[config.mk]
export PLATFORM = sky130hd
export DESIGN_NAME = spi_master_slave
export DESIGN_NICKNAME = d
export VERILOG_FILES = /design/src/rtl/spi_master_slave.sv
export SDC_FILE = /design/constraint.sdc
export NUM_CORES = 1
export LEC_CHECK = 0
export ABC_AREA = 0
export BUFFER_PORTS_ARGS = -buffer_cell sky130_fd_sc_hd__buf_2
export CORE_UTILIZATION = 55
export DETAILED_ROUTE_END_ITERATION = 8
export GPL_TIMING_DRIVEN = 0
export PLACE_DENSITY = 0.81
export SKIP_CTS_REPAIR_TIMING = 1
export SLEW_MARGIN = 20
export SYNTH_ARGS = -nofsm -noshare
export SYNTH_HDL_FRONTEND = slang
export SYNTH_SLANG_ARGS = --single-unit
[constraint.sdc]
create_clock -name clk_i -period 2.85 [get_ports clk_i]
set_clock_uncertainty 0.05 [all_clocks]
set_input_delay 0.7125 -clock clk_i [delete_from_list [all_inputs] [get_ports clk_i]]
set_output_delay 0.7125 -clock clk_i [all_outputs]
set_load 0.1 [all_outputs]
[src/rtl/spi_master_slave.sv]
// rtl/spi_master_slave.sv - SPI master and oversampling SPI slave joined point-to-point
// Master drives SClk/MOSI/SS from its Start request; slave answers on MISO.

module spi_master #(
    parameter int DATA_WIDTH = 8
) (
    input  logic                  Clk,
    input  logic                  Reset,
    input  logic                  Start,
    input  logic [1:0]            MODE,
    input  logic [1:0]            ClkDiv,
    input  logic [DATA_WIDTH-1:0] TxData,
    output logic                  Done,
    output logic [DATA_WIDTH-1:0] RxData,
    input  logic                  MISO,
    output logic                  SClk,
    output logic                  MOSI,
    output logic                  SS
);
    localparam int EW = $clog2(2 * DATA_WIDTH + 1);

    typedef enum logic [1:0] {IDLE, LEAD, XFER, DONE} state_t;

    state_t                state_q, state_d;
    logic [4:0]            cnt_q, cnt_d;
    logic [EW-1:0]         edge_q, edge_d;
    logic                  cpha_q, cpha_d;
    logic [1:0]            div_q, div_d;
    logic                  sclk_q, sclk_d, ss_q, ss_d, mosi_q, mosi_d, done_q, done_d;
    logic [DATA_WIDTH-1:0] tx_q, tx_d, rx_q, rx_d, rxd_q, rxd_d;
    logic [4:0]            half;
    logic                  leading, last;

    assign half    = 5'd2 << div_q;
    assign leading = ~edge_q[0];
    assign last    = (edge_q == EW'(2 * DATA_WIDTH - 1));

    always_ff @(posedge Clk) begin
        if (Reset) begin
            state_q <= IDLE;
            cnt_q   <= '0;
            edge_q  <= '0;
            cpha_q  <= 1'b0;
            div_q   <= '0;
            sclk_q  <= MODE[1];
            ss_q    <= 1'b1;
            mosi_q  <= 1'b0;
            done_q  <= 1'b0;
            tx_q    <= '0;
            rx_q    <= '0;
            rxd_q   <= '0;
        end else begin
            state_q <= state_d;
            cnt_q   <= cnt_d;
            edge_q  <= edge_d;
            cpha_q  <= cpha_d;
            div_q   <= div_d;
            sclk_q  <= sclk_d;
            ss_q    <= ss_d;
            mosi_q  <= mosi_d;
            done_q  <= done_d;
            tx_q    <= tx_d;
            rx_q    <= rx_d;
            rxd_q   <= rxd_d;
        end
    end

    always_comb begin
        state_d = state_q;
        cnt_d   = cnt_q;
        edge_d  = edge_q;
        cpha_d  = cpha_q;
        div_d   = div_q;
        sclk_d  = sclk_q;
        ss_d    = ss_q;
        mosi_d  = mosi_q;
        done_d  = 1'b0;
        tx_d    = tx_q;
        rx_d    = rx_q;
        rxd_d   = rxd_q;
        case (state_q)
            IDLE: begin
                if (Start) begin
                    cpha_d  = MODE[0];
                    div_d   = ClkDiv;
                    sclk_d  = MODE[1];
                    tx_d    = TxData;
                    cnt_d   = '0;
                    edge_d  = '0;
                    state_d = LEAD;
                end
            end
            LEAD, XFER: begin
                ss_d = 1'b0;
                if (state_q == LEAD && !cpha_q) begin
                    mosi_d = tx_q[DATA_WIDTH-1];
                end
                // LEAD enters with cnt=0 so its first half-period also covers the SS-fall cycle
                if (cnt_q == half) begin
                    cnt_d   = 5'd1;
                    sclk_d  = ~sclk_q;
                    edge_d  = edge_q + 1'b1;
                    state_d = last ? DONE : XFER;
                    if (leading ^ cpha_q) begin
                        rx_d = {rx_q[DATA_WIDTH-2:0], MISO};
                    end else if (cpha_q || !last) begin
                        tx_d   = tx_q << 1;
                        mosi_d = cpha_q ? tx_q[DATA_WIDTH-1] : tx_q[DATA_WIDTH-2];
                    end
                end else begin
                    cnt_d = cnt_q + 5'd1;
                end
            end
            DONE: begin
                ss_d    = 1'b1;
                done_d  = 1'b1;
                rxd_d   = rx_q;
                state_d = IDLE;
            end
            default: state_d = IDLE;
        endcase
    end

    assign Done   = done_q;
    assign RxData = rxd_q;
    assign SClk   = sclk_q;
    assign MOSI   = mosi_q;
    assign SS     = ss_q;
endmodule

module spi_slave #(
    parameter int DATA_WIDTH = 8
) (
    input  logic                  Clk,
    input  logic [1:0]            MODE,
    input  logic [DATA_WIDTH-1:0] TxData,
    output logic                  Done,
    output logic [DATA_WIDTH-1:0] RxData,
    output logic                  MISO,
    input  logic                  SClk,
    input  logic                  MOSI,
    input  logic                  SS
);
    localparam int CW = $clog2(DATA_WIDTH + 1);
    localparam logic [CW-1:0] FULL = CW'(DATA_WIDTH);

    logic                  sclk_s1_q = 1'b0, sclk_s2_q = 1'b0;
    logic                  ss_s1_q = 1'b0, ss_s2_q = 1'b0;
    logic                  cpol_q = 1'b0, cpha_q = 1'b0, done_q = 1'b0;
    logic [CW-1:0]         cnt_q = '0;
    logic [DATA_WIDTH-1:0] sr_q = '0, rx_q = '0, rxd_q = '0;
    logic                  ss_fall, ss_rise, active, sclk_edge, leading;

    assign ss_fall   = ss_s2_q & ~ss_s1_q;
    assign ss_rise   = ~ss_s2_q & ss_s1_q;
    assign active    = ~ss_s1_q & ~ss_s2_q;
    assign sclk_edge = sclk_s1_q ^ sclk_s2_q;
    assign leading   = sclk_s1_q ^ cpol_q;

    always_ff @(posedge Clk) begin
        sclk_s1_q <= SClk;
        sclk_s2_q <= sclk_s1_q;
        ss_s1_q   <= SS;
        ss_s2_q   <= ss_s1_q;
        done_q    <= 1'b0;
        if (ss_fall) begin
            sr_q   <= TxData;
            cpol_q <= MODE[1];
            cpha_q <= MODE[0];
            cnt_q  <= '0;
        end else if (ss_rise) begin
            if (cnt_q == FULL) begin
                rxd_q  <= rx_q;
                done_q <= 1'b1;
            end
        end else if (active && sclk_edge) begin
            if (leading ^ cpha_q) begin
                rx_q  <= {rx_q[DATA_WIDTH-2:0], MOSI};
                cnt_q <= cnt_q + 1'b1;
            // MSB is already on MISO from SS fall, so the first CPHA=1 leading edge holds it
            end else if (cnt_q != '0 && cnt_q != FULL) begin
                sr_q <= sr_q << 1;
            end
        end
    end

    assign MISO   = SS ? 1'b0 : sr_q[DATA_WIDTH-1];
    assign Done   = done_q;
    assign RxData = rxd_q;
endmodule

module spi_master_slave #(
    parameter int DATA_WIDTH = 8
) (
    input  logic                  clk_i,
    input  logic                  reset_i,
    input  logic                  start_i,
    input  logic [1:0]            mode_i,
    input  logic [1:0]            clk_div_i,
    input  logic [DATA_WIDTH-1:0] m_tx_data_i,
    input  logic [DATA_WIDTH-1:0] s_tx_data_i,
    output logic                  m_done_o,
    output logic [DATA_WIDTH-1:0] m_rx_data_o,
    output logic                  s_done_o,
    output logic [DATA_WIDTH-1:0] s_rx_data_o,
    output logic                  sclk_o,
    output logic                  mosi_o,
    output logic                  miso_o,
    output logic                  ss_o
);
    spi_master #(.DATA_WIDTH(DATA_WIDTH)) u_master (
        .Clk    (clk_i),
        .Reset  (reset_i),
        .Start  (start_i),
        .MODE   (mode_i),
        .ClkDiv (clk_div_i),
        .TxData (m_tx_data_i),
        .Done   (m_done_o),
        .RxData (m_rx_data_o),
        .MISO   (miso_o),
        .SClk   (sclk_o),
        .MOSI   (mosi_o),
        .SS     (ss_o)
    );

    spi_slave #(.DATA_WIDTH(DATA_WIDTH)) u_slave (
        .Clk    (clk_i),
        .MODE   (mode_i),
        .TxData (s_tx_data_i),
        .Done   (s_done_o),
        .RxData (s_rx_data_o),
        .MISO   (miso_o),
        .SClk   (sclk_o),
        .MOSI   (mosi_o),
        .SS     (ss_o)
    );
endmodule

==> results of run 1 <==
state kept, by name, summed over array words and instances (netlist names), 2 cells and up:
signal	flops
u_slave.sr_q	8
u_slave.RxData	8
u_master.rx_q	8
u_master.cnt_q	5
u_master.RxData	8
u_master.tx_q	8
u_slave.rx_q	8
u_master.edge_q	5
u_slave.cnt_q	4
u_master.state_q	2
u_master.div_q	2
power by group through the flow:
| stage | combinational [mW] | clock, mW | sequential (mW) |
|---|---|---|---|
| finish | 1.07 | 0.816 | 1.45 |
| global route | 1.16 | 0.890 | 1.47 |
| CTS | 1.06 | 0.839 | 1.45 |
| detailed placement | 1.06 | 0 | 1.47 |
| global placement | 1.03 | 0 | 1.46 |
| floorplan | 0.751 | 0 | 1.54 |
per-layer routing:
metal / track usage [%] / part of all wire (%) / vias up
li1: - / - / 1213
met1: 28.49 / 47 / 1123
met2: 32.61 / 47 / 58
met3: 5.281 / 4.7 / 9
met4: 8.393 / 1.5 / 0
met5: 0 / 0 / -
synthesized netlist by cell type (all sizes together), types with 5 or more instances:
| cell | instances | share of area (%) |
|---|---|---|
| nand3 | 9 | 1.3 |
| nor2 | 29 | 3.2 |
| ha | 13 | 4.8 |
| nor2b | 5 | 0.91 |
| a21oi | 12 | 1.8 |
| mux2i | 28 | 8.2 |
| nand2 | 30 | 3.3 |
| nand2b | 8 | 1.5 |
| nor3 | 6 | 0.88 |
| clkbuf | 13 | 1.4 |
| a31oi | 6 | 1.5 |
| mux2 | 15 | 4.9 |
| edfxtp | 27 | 24 |
| inv | 11 | 1.2 |
| dfxtp | 51 | 30 |
kinds of logic (layout without fill, tap and decap cells):
| family | after synthesis | count (layout) |
|---|---|---|
| AND/OR/NAND/NOR | 110 | 110 |
| flip-flops | 78 | 78 |
| multiplexers | 43 | 43 |
| AO/OA/AOI/OAI | 35 | 35 |
| buffers and inverters | 26 | 85 |
| adder cells (fa/ha/maj) | 13 | 13 |
| XOR/XNOR | 8 | 8 |
critical path: cells and delay by family (launching register included):
| kind | cells | cell delay (ns) |
|---|---|---|
| flip-flops | 1 | 0.34 |
| AO/OA/AOI/OAI | 2 | 0.41 |
| AND/OR/NAND/NOR | 2 | 0.51 |
| adder cells (fa/ha/maj) | 1 | 0.17 |
| buffers and inverters | 3 | 0.87 |
area by class of cell:
cell class | count | area share, %
sequential | 78 | 46.62
multi-input combinational | 209 | 37.99
timing repair buffer | 43 | 5.478
clock buffer | 13 | 3.885
tap | 75 | 2.389
buffer | 15 | 1.465
clock inverter | 3 | 1.115
inverter | 11 | 1.051
worst paths after layout:
kind	slack [ns]	depth (start not counted)	end
setup / recovery	0.26	8	u_master.SClk
hold / removal	0.32	0	u_slave.sclk_s2_q
setup reg to reg	0.26	8	u_master.SClk
hold reg to reg	0.32	0	u_slave.sclk_s2_q
through the flow:
step / hold slack [ns] / power, mW / util [%]
final: 0.3235 / 3.329 / 65.97
after global routing: 0.3398 / 3.523 / 65.97
after CTS: 0.3232 / 3.349 / 65.97
after detailed placement: 0.3125 / 2.528 / 62.67
after global placement: 0.3022 / 2.490 / 62.67
after floorplan: 0.2939 / 2.295 / -
==> results.py, run 1 <==
metrics = {
    "run_status": {
        "status": "finished clean",
    },
    "cts": {
        "clock_sinks": 78,
        "clk_path_buf_depth": 2,
        "cts.reportedPaths.clkPinSlew_ns": 0.08,
        "cts_tree": "yes",
        "clkLatencyLatePin_ns": 0.34,
        "cts_max_level": 3,
        "numCtsBuffers": 9,
        "cts-root-buf": "clkbuf_8",
    },
    "timing": {
        "rsz0062_at_grt": "no",
        "fin_crit_sh_pct": 90.95,
        "period_minus_slack_ns": 2.592,
        "maxSlewHeadroom_pct": 34.17,
        "finalMaxSlewViolations": 0,
        "tightest_slew_ns": 0.9799,
        "setup_tns_ns": 0,
        "finalSetupViolations": 0,
        "max_freq_mhz": 385.8,
        "hold_viol": 0,
        "layout_setup_ws_ns": 0.2578,
    },
    "worst_setup_path": {
        "reg2reg_from": "u_master.state_q[0]",
        "crit_fanout": 10,
        "cp-startpoint": "u_master.state_q[0]",
        "cpMaxStageDelayCell": "clkbuf_1",
        "cpPeakStageDelay_ns": 0.43,
        "cp_common_cell": "clkbuf_1",
        "end_kind": "flop",
        "required_ns": 2.90,
        "worstSetupPathType": "reg2reg",
        "cp.arrival_ns": 2.64,
        "crit_path_start_kind": "flop",
        "crit_chain": "inv_1, ha_1, clkbuf_1, nand2b_1, o21ai_0, clkbuf_1, a21oi_1, or2_2",
    },
    "placement": {
        "dpl.hpwl_um": 4409,
        "dpl.cell_count": 431,
        "gp_congestion": 0.8645,
        "preCtsSetupSlack_ns": 0.3269,
        "numPortBuffers": 43,
        "placed_cell_area_um2": 3732,
    },
    "floorplan": {
        "fp.coreArea_um2": 5956,
        "dieWidth_um": 80.87,
        "die_h_um": 80.87,
        "std_cell_rows": 28,
        "start_util_pct": 57.44,
        "dieArea_um2": 6539,
        "num_io_pins": 45,
    },
    "grt": {
        "grt_start_max_net_pins": 13,
        "grt_pass1_wl_um": 10530,
        "track_usage_pct": 21.17,
        "grt_overflow": 0,
        "grt_pass1_vias": 2275,
        "antenna_found_initial": 0,
    },
    "detailed_routing": {
        "wl_um": 6246,
        "route.antenna.remaining_nets": 0,
        "vias": 2403,
        "post-route-drc-count": 0,
        "dr.pass1.iters": 4,
        "wire_per_inst_um": 13.97,
        "vias_per_cell": 5.376,
        "drt-initial-drc-count": 123,
    },
    "synthesis": {
        "ys_seq_area_share_pct": 53.55,
        "synthDistinctLibCells": 46,
        "synth_xor_area_share_pct": 2.048,
        "synth-compound-area-share_pct": 7.425,
        "synthSimpleGateAreaFrac_pct": 16.20,
        "avgSynthCellArea_um2": 10.93,
        "muxShareOfSynthArea_pct": 13.13,
        "synth-main-ff-cell": "dfxtp_1",
        "ys_ff_latch": 78,
        "syn_inst": 313,
        "synth_fa_ha_area_share_pct": 4.755,
        "synth-edff-count": 27,
        "async_reset_ff_share_pct": 0,
        "synth_area_um2": 3421,
        "syn_nets": 349,
        "synth_warnings": 0,
        "synth_top_family_by_area": "simple AND/OR/NAND/NOR gates",
    },
    "cells_and_area": {
        "fillCellCount": 467,
        "final_layout_size_suffix_gt1_share_pct": 21.77,
        "insertedDiodeCount": 0,
        "layout.cells.most_common_list": "dfxtp_1, buf_2, nand2_1, nor2_1, mux2i_1",
        "seq_area_um2": 1832,
        "final_cells": 447,
        "area_growth_pct": 14.85,
        "num-nets-final": 403,
        "final_common_cell": "dfxtp_1",
        "multi_input_area_um2": 1493,
        "stdcell_area_um2": 3929,
    },
    "worst_hold_path": {
        "hp-start": "u_slave.sclk_s1_q",
        "worstHoldPathType": "reg2reg",
    },
    "power": {
        "p_comb_share_pct": 32.0,
        "seqPwrFrac_pct": 43.5,
        "powerDensity_nw_per_um2": 847.3,
        "ir_drop_mv": 0.4622,
        "leakage_nw": 1.578,
        "p_sw_mw": 1.158,
        "p_int_mw": 2.171,
        "swShare_pct": 34.79,
        "p_clk_share_pct": 24.5,
    },
    "run": {
        "drv_cap": 0,
    },
}
Power figures use the tool's default switching activity.
==> run 2: changes to the inputs <==
- ABC_AREA: 0 -> 1
- REMOVE_ABC_BUFFERS: default -> 1
==> run 2 against run 1 <==
  * Register-to-register slack better by 0.08 ns
  * Setup slack better by 0.082 ns
  * Wire length up 7.3%
  * Core utilization up 1.4 points
  * First-iteration DRC count down 21%
  * Fmax up 3.3%
  * Sequential power up 7%
  * Largest power group is now combinational cells
==> results.py, run 2 <==
metrics = {
    "detailed_routing": {
        "wl_um": 6704,
        "vias_per_cell": 5.216,
        "route.antenna.remaining_nets": 0,
        "vias": 2676,
        "dr.pass1.iters": 4,
        "drt-initial-drc-count": 97,
        "post-route-drc-count": 0,
        "wire_per_inst_um": 13.07,
    },
    "cells_and_area": {
        "layout.cells.most_common_list": "nand2_1, dfxtp_1, buf_2, nor2_1, a21oi_1",
        "area_growth_pct": 15.02,
        "seq_area_um2": 1832,
        "insertedDiodeCount": 0,
        "num-nets-final": 472,
        "final_cells": 513,
        "final_layout_size_suffix_gt1_share_pct": 16.10,
        "final_common_cell": "nand2_1",
        "fillCellCount": 469,
        "multi_input_area_um2": 1314,
    },
    "grt": {
        "busiest_layer": "met2",
        "antenna_found_initial": 0,
        "track_usage_pct": 23.30,
        "grt_start_max_net_pins": 24,
        "grt_pass1_vias": 2528,
        "grt_pass1_wl_um": 11150,
        "grt_use_met1_pct": 27.65,
        "grt_overflow": 0,
        "use_met2_pct": 40.17,
        "gr-usage-met3_pct": 4.114,
    },
    "floorplan": {
        "std_cell_rows": 27,
        "dieArea_um2": 6357,
        "die_h_um": 79.73,
        "start_util_pct": 58.55,
        "num_io_pins": 45,
        "dieWidth_um": 79.73,
        "fp.coreArea_um2": 5675,
    },
    "cts": {
        "clock_sinks": 78,
        "cts_tree": "yes",
        "clk_path_buf_depth": 2,
        "cts_max_level": 3,
        "cts.reportedPaths.clkPinSlew_ns": 0.08,
        "numCtsBuffers": 9,
        "cts-root-buf": "clkbuf_8",
        "clkLatencyLatePin_ns": 0.35,
    },
    "worst_setup_path": {
        "cpMaxStageDelayCell": "a21oi_1",
        "crit_fanout": 14,
        "cp.depth": 4,
        "r2r-end": "u_slave.sr_q[3]",
        "cp-startpoint": "u_slave.ss_s1_q",
        "cp.arrival_ns": 2.45,
        "cpPeakStageDelay_ns": 0.72,
        "r2r.worst_path.cells": 4,
        "crit_path_start_kind": "flop",
        "endpoint": "u_slave.sr_q[3]",
        "r2r_slack_ns": 0.34,
        "cp_num_buf_inv": 2,
        "crit_chain": "inv_1, ha_1, clkinv_1, a21oi_1",
        "reg2reg_from": "u_slave.ss_s1_q",
        "path_delay_family": "compound AO/OA/AOI/OAI gates",
        "end_kind": "flop",
        "required_ns": 2.79,
        "worstSetupPathType": "reg2reg",
    },
    "power": {
        "p_sw_mw": 1.689,
        "swShare_pct": 42.60,
        "powerDensity_nw_per_um2": 1037,
        "leakage_nw": 1.653,
        "ir_drop_mv": 0.6899,
        "p_clk_share_pct": 21.7,
        "p_comb_share_pct": 39.4,
        "p_int_mw": 2.276,
        "design_power_total_mw": 3.966,
        "seqPwrFrac_pct": 39.0,
    },
    "placement": {
        "dpl.cell_count": 495,
        "dpl.hpwl_um": 4553,
        "numPortBuffers": 44,
        "preCtsSetupSlack_ns": -0.3164,
        "gp_congestion": 0.8295,
    },
    "timing": {
        "layout_setup_ws_ns": 0.3400,
        "tightest_slew_ns": 0.7614,
        "setup_tns_ns": 0,
        "max_freq_mhz": 398.4,
        "finalMaxSlewViolations": 0,
        "maxSlewHeadroom_pct": 49.24,
        "finalSetupViolations": 0,
        "fin_crit_sh_pct": 88.07,
        "period_minus_slack_ns": 2.510,
        "hold_viol": 0,
        "rsz0062_at_grt": "no",
    },
    "synthesis": {
        "synth.area.top_cells": "dfxtp_1, edfxtp_1, nand2_1, a21oi_1, ha_1",
        "synth-main-ff-cell": "dfxtp_1",
        "yosysMostFrequentCell": "nand2_1",
        "syn_inst": 391,
        "async_reset_ff_share_pct": 0,
        "ys_seq_area_share_pct": 55.12,
        "synthDistinctLibCells": 25,
        "synth_top_area_share_pct": 30.72,
        "synth_warnings": 0,
        "ys_ff_latch": 78,
        "synth-edff-count": 27,
        "synth_largest_area_cell": "dfxtp_1",
        "avgSynthCellArea_um2": 8.499,
        "synth_area_um2": 3323,
        "synth_commonest_cells": "nand2_1, dfxtp_1, nor2_1",
    },
    "run": {
        "drv_cap": 0,
    },
    "worst_hold_path": {
        "worstHoldPathType": "reg2reg",
        "hp-start": "u_slave.ss_s1_q",
    },
    "run_status": {
        "status": "finished clean",
    },
}
-- run 2: changes by cell type after synthesis, moves of 7 or more --
cell / previous run / this run
nor2_1: 29 / 39
clkbuf_1: 13 / 6
o21ai_0: 3 / 23
a21oi_1: 12 / 37
nand3_1: 9 / 29
mux2i_1: 28 / 0
nand2_1: 30 / 99
mux2_2: 15 / 0
inv_1: 11 / 35
nand2b_1: 8 / 0
-- run 2: worst reg2reg max path: cells and delay by family (launching register included) --
kind | cells | cell delay (ns)
adder cells (fa/ha/maj) | 1 | 0.53
AO/OA/AOI/OAI | 1 | 0.72
buffers and inverters | 2 | 0.51
flip-flops | 1 | 0.34
-- run 2: cell families (layout without fill, tap and decap cells) --
family | after synthesis | after routing | share of synthesized area, %
adder cells (fa/ha/maj) | 13 | 13 | 4.895
buffers and inverters | 50 | 100 | 5.911
AND/OR/NAND/NOR | 180 | 180 | 22.63
AO/OA/AOI/OAI | 62 | 62 | 9.337
XOR/XNOR | 8 | 8 | 2.109
flip-flops | 78 | 78 | 55.12
-- run 2: power groups by stage --
stage               registers (mW)  logic (mW)  clock network, mW
floorplan                     1.76       0.933                  0
global placement              1.56        1.43                  0
detailed placement            1.57        1.47                  0
CTS                           1.55        1.50              0.874
global route                  1.58        1.74              0.916
finish                        1.55        1.56              0.859
-- run 2: final cells by class --
cell class | count | share of cell area (%)
Sequential cell | 78 | 47.92
Multi-Input combinational cell | 263 | 34.37
Timing Repair Buffer | 46 | 6.154
Clock buffer | 11 | 3.993
Inverter | 38 | 3.732
Tap cell | 72 | 2.357
Clock inverter | 5 | 1.473
-- run 2: worst min-delay path by stage --
stage                                  to  slack [ns]  depth (start not counted)
final                     u_slave.ss_s2_q        0.35                          0
after global routing      u_slave.ss_s1_q        0.35                          0
after CTS                 u_slave.ss_s2_q        0.35                          0
after detailed placement  u_slave.ss_s1_q        0.34                          0
after global placement    u_slave.ss_s2_q        0.33                          0
after floorplan           u_slave.ss_s2_q        0.32                          0
-- run 2: metal layers --
layer | vias to the layer above | wire length (µm)
li1 | 1359 | -
met1 | 1247 | 2826
met2 | 60 | 3485
met3 | 10 | 278
met4 | 0 | 114
met5 | - | 0
-- run 2: metrics by stage --
stage | utilization [%] | instance area (µm²) | hold slack (ns)
finish | 67.35 | 3822 | 0.3452
global route | 67.35 | 3822 | 0.3529
CTS | 66.75 | 3789 | 0.3472
detailed placement | 63.07 | 3580 | 0.3358
global placement | 63.07 | 3580 | 0.3342
floorplan | - | 3269 | 0.3207
==> run 3: changes to the inputs <==
- ABC_AREA: 1 -> default
==> run 3 against run 2 <==
  * Register-to-register slack about the same
  * Largest cell class unchanged
  * Global-route usage decreased by 3.1 points
  * Cell count decreased by 16%
  * Largest power group is now sequential cells
  * First-iteration DRC count decreased by 15%
  * Die area increased by 2.9%
==> results.py, run 3 (same netlist as run 1, synthesis figures left out) <==
metrics = {
    "cts": {
        "cts.reportedPaths.clkPinSlew_ns": 0.08,
        "cts-root-buf": "clkbuf_8",
        "cts_tree": "yes",
        "clk_path_buf_depth": 2,
        "clkLatencyLatePin_ns": 0.34,
        "clock_sinks": 78,
        "numCtsBuffers": 9,
        "cts_max_level": 3,
    },
    "detailed_routing": {
        "vias": 2395,
        "route.antenna.remaining_nets": 0,
        "post-route-drc-count": 0,
        "dr.pass1.iters": 5,
        "wire_per_inst_um": 13.68,
        "drt-initial-drc-count": 82,
        "wl_um": 5924,
        "vias_per_cell": 5.531,
    },
    "timing": {
        "period_minus_slack_ns": 2.498,
        "finalSetupViolations": 0,
        "hold_viol": 0,
        "maxSlewHeadroom_pct": 31.14,
        "fin_crit_sh_pct": 87.66,
        "finalMaxSlewViolations": 0,
        "tightest_slew_ns": 1.025,
        "rsz0062_at_grt": "no",
        "max_freq_mhz": 400.3,
        "whs_ns": 0.3245,
    },
    "cells_and_area": {
        "insertedDiodeCount": 0,
        "area_growth_pct": 13.94,
        "final_common_cell": "dfxtp_1",
        "layout.cells.most_common_list": "dfxtp_1, buf_2, nand2_1, nor2_1, mux2i_1",
        "final_layout_size_suffix_gt1_share_pct": 23.18,
        "final_cells": 433,
        "num-nets-final": 389,
        "fin_util_pct": 65.44,
    },
    "grt": {
        "track_usage_pct": 20.20,
        "grt_overflow": 0,
        "antenna_found_initial": 0,
        "grt_pass1_vias": 2223,
        "grt_start_max_net_pins": 35,
        "grt_pass1_wl_um": 9956,
    },
    "power": {
        "p_comb_share_pct": 30.6,
        "leakage_nw": 1.568,
        "p_sw_mw": 1.150,
        "ir_drop_mv": 0.5950,
        "seqPwrFrac_pct": 43.0,
        "swShare_pct": 34.20,
        "p_int_mw": 2.213,
        "p_clk_share_pct": 26.4,
        "powerDensity_nw_per_um2": 862.9,
    },
    "floorplan": {
        "dieArea_um2": 6539,
        "std_cell_rows": 28,
        "start_util_pct": 57.44,
        "dieWidth_um": 80.87,
        "fp.coreArea_um2": 5956,
        "die_h_um": 80.87,
        "num_io_pins": 45,
    },
    "worst_hold_path": {
        "worstHoldPathType": "reg2reg",
    },
    "worst_setup_path": {
        "cpMaxStageDelayCell": "or4b_2",
        "required_ns": 2.87,
        "cpPeakStageDelay_ns": 0.72,
        "r2r_slack_ns": 0.35,
        "path_delay_family": "simple AND/OR/NAND/NOR gates",
        "cp_num_buf_inv": 0,
        "crit_path_start_kind": "flop",
        "end_kind": "flop",
        "cp.arrival_ns": 2.51,
        "crit_chain": "or4b_2, a31oi_4, o21ai_2, a21oi_1, or2_2",
        "worstSetupPathType": "reg2reg",
        "crit_fanout": 15,
    },
    "run": {
        "drv_cap": 0,
    },
    "placement": {
        "dpl.hpwl_um": 3957,
        "numPortBuffers": 44,
        "dpl.cell_count": 417,
        "gp_congestion": 0.8460,
    },
    "run_status": {
        "status": "finished clean",
    },
}
## run 3: cell types whose count changed in the layout (fill, tap and decap cells not counted), moves of 4 or more
| cell | delta |
|---|---|
| a21oi_1 | -25 |
| a31oi_1 | +5 |
| inv_1 | -24 |
| mux2_2 | +15 |
| mux2i_1 | +28 |
| nand2_1 | -69 |
| nand2b_1 | +8 |
| nand3_1 | -20 |
| nor2_1 | -10 |
| nor2b_1 | +5 |
| nor3_1 | +5 |
| o211ai_1 | +4 |
| o21ai_0 | -21 |
## run 3: cell type report
| cell class | count | area (µm²) |
|---|---|---|
| Fill cell | 482 | 2058 |
| Sequential cell | 78 | 1832 |
| Multi-Input combinational cell | 209 | 1496 |
| Timing Repair Buffer | 44 | 220.2 |
| Clock buffer | 10 | 127.6 |
| Tap cell | 75 | 93.84 |
| Clock inverter | 6 | 86.33 |
| Inverter | 11 | 41.29 |
## run 3: power by group through the flow
stage                     clock [mW]  combinational [mW]  sequential, mW
after CTS                      0.904                1.02            1.45
final                          0.888                1.03            1.44
after global placement             0               0.989            1.46
after global routing           0.959                1.12            1.47
after detailed placement           0                1.01            1.47
after floorplan                    0               0.719            1.55
## run 3: final timing paths
| check | start | endpoint | depth (start not counted) |
|---|---|---|---|
| worst max-delay path | u_master.cnt_q[1] | u_master.SClk | 5 |
| worst min register to register | u_slave.sclk_s1_q | u_slave.sclk_s2_q | 0 |
| worst min-delay path | u_slave.sclk_s1_q | u_slave.sclk_s2_q | 0 |
| worst max register to register | u_master.cnt_q[1] | u_master.SClk | 5 |
## run 3: through the flow
| stage | TNS, ns | setup WS (ns) | cell area [µm²] | power, mW |
|---|---|---|---|---|
| 5_1_grt | 0 | 0.2155 | 3897 | 3.550 |
| 2_1_floorplan | -0.07523 | -0.07523 | 3363 | 2.264 |
| 3_3_place_gp | -4.785 | -0.5043 | 3677 | 2.451 |
| 4_1_cts | -1.086 | -0.1393 | 3891 | 3.372 |
| 3_5_place_dp | -1.178 | -0.1663 | 3677 | 2.485 |
| 6_report | 0 | 0.3516 | 3897 | 3.363 |
## run 3: worst register-to-register path: stages (launching register included)
cell and delay [ns]:
dfxtp_1 0.37, or4b_2 0.72, a31oi_4 0.24, o21ai_2 0.20, a21oi_1 0.46, or2_2 0.19
## run 3: per-layer routing
layer | wire (µm) | track usage [%] | share of wire [%] | up-vias
met4 | 113 | 10.00 | 1.9 | 0
met3 | 246 | 4.944 | 4.2 | 11
li1 | - | - | - | 1186
met5 | 0 | 0 | 0 | -
met1 | 2735 | 24.84 | 46 | 1136
met2 | 2828 | 33.03 | 48 | 62
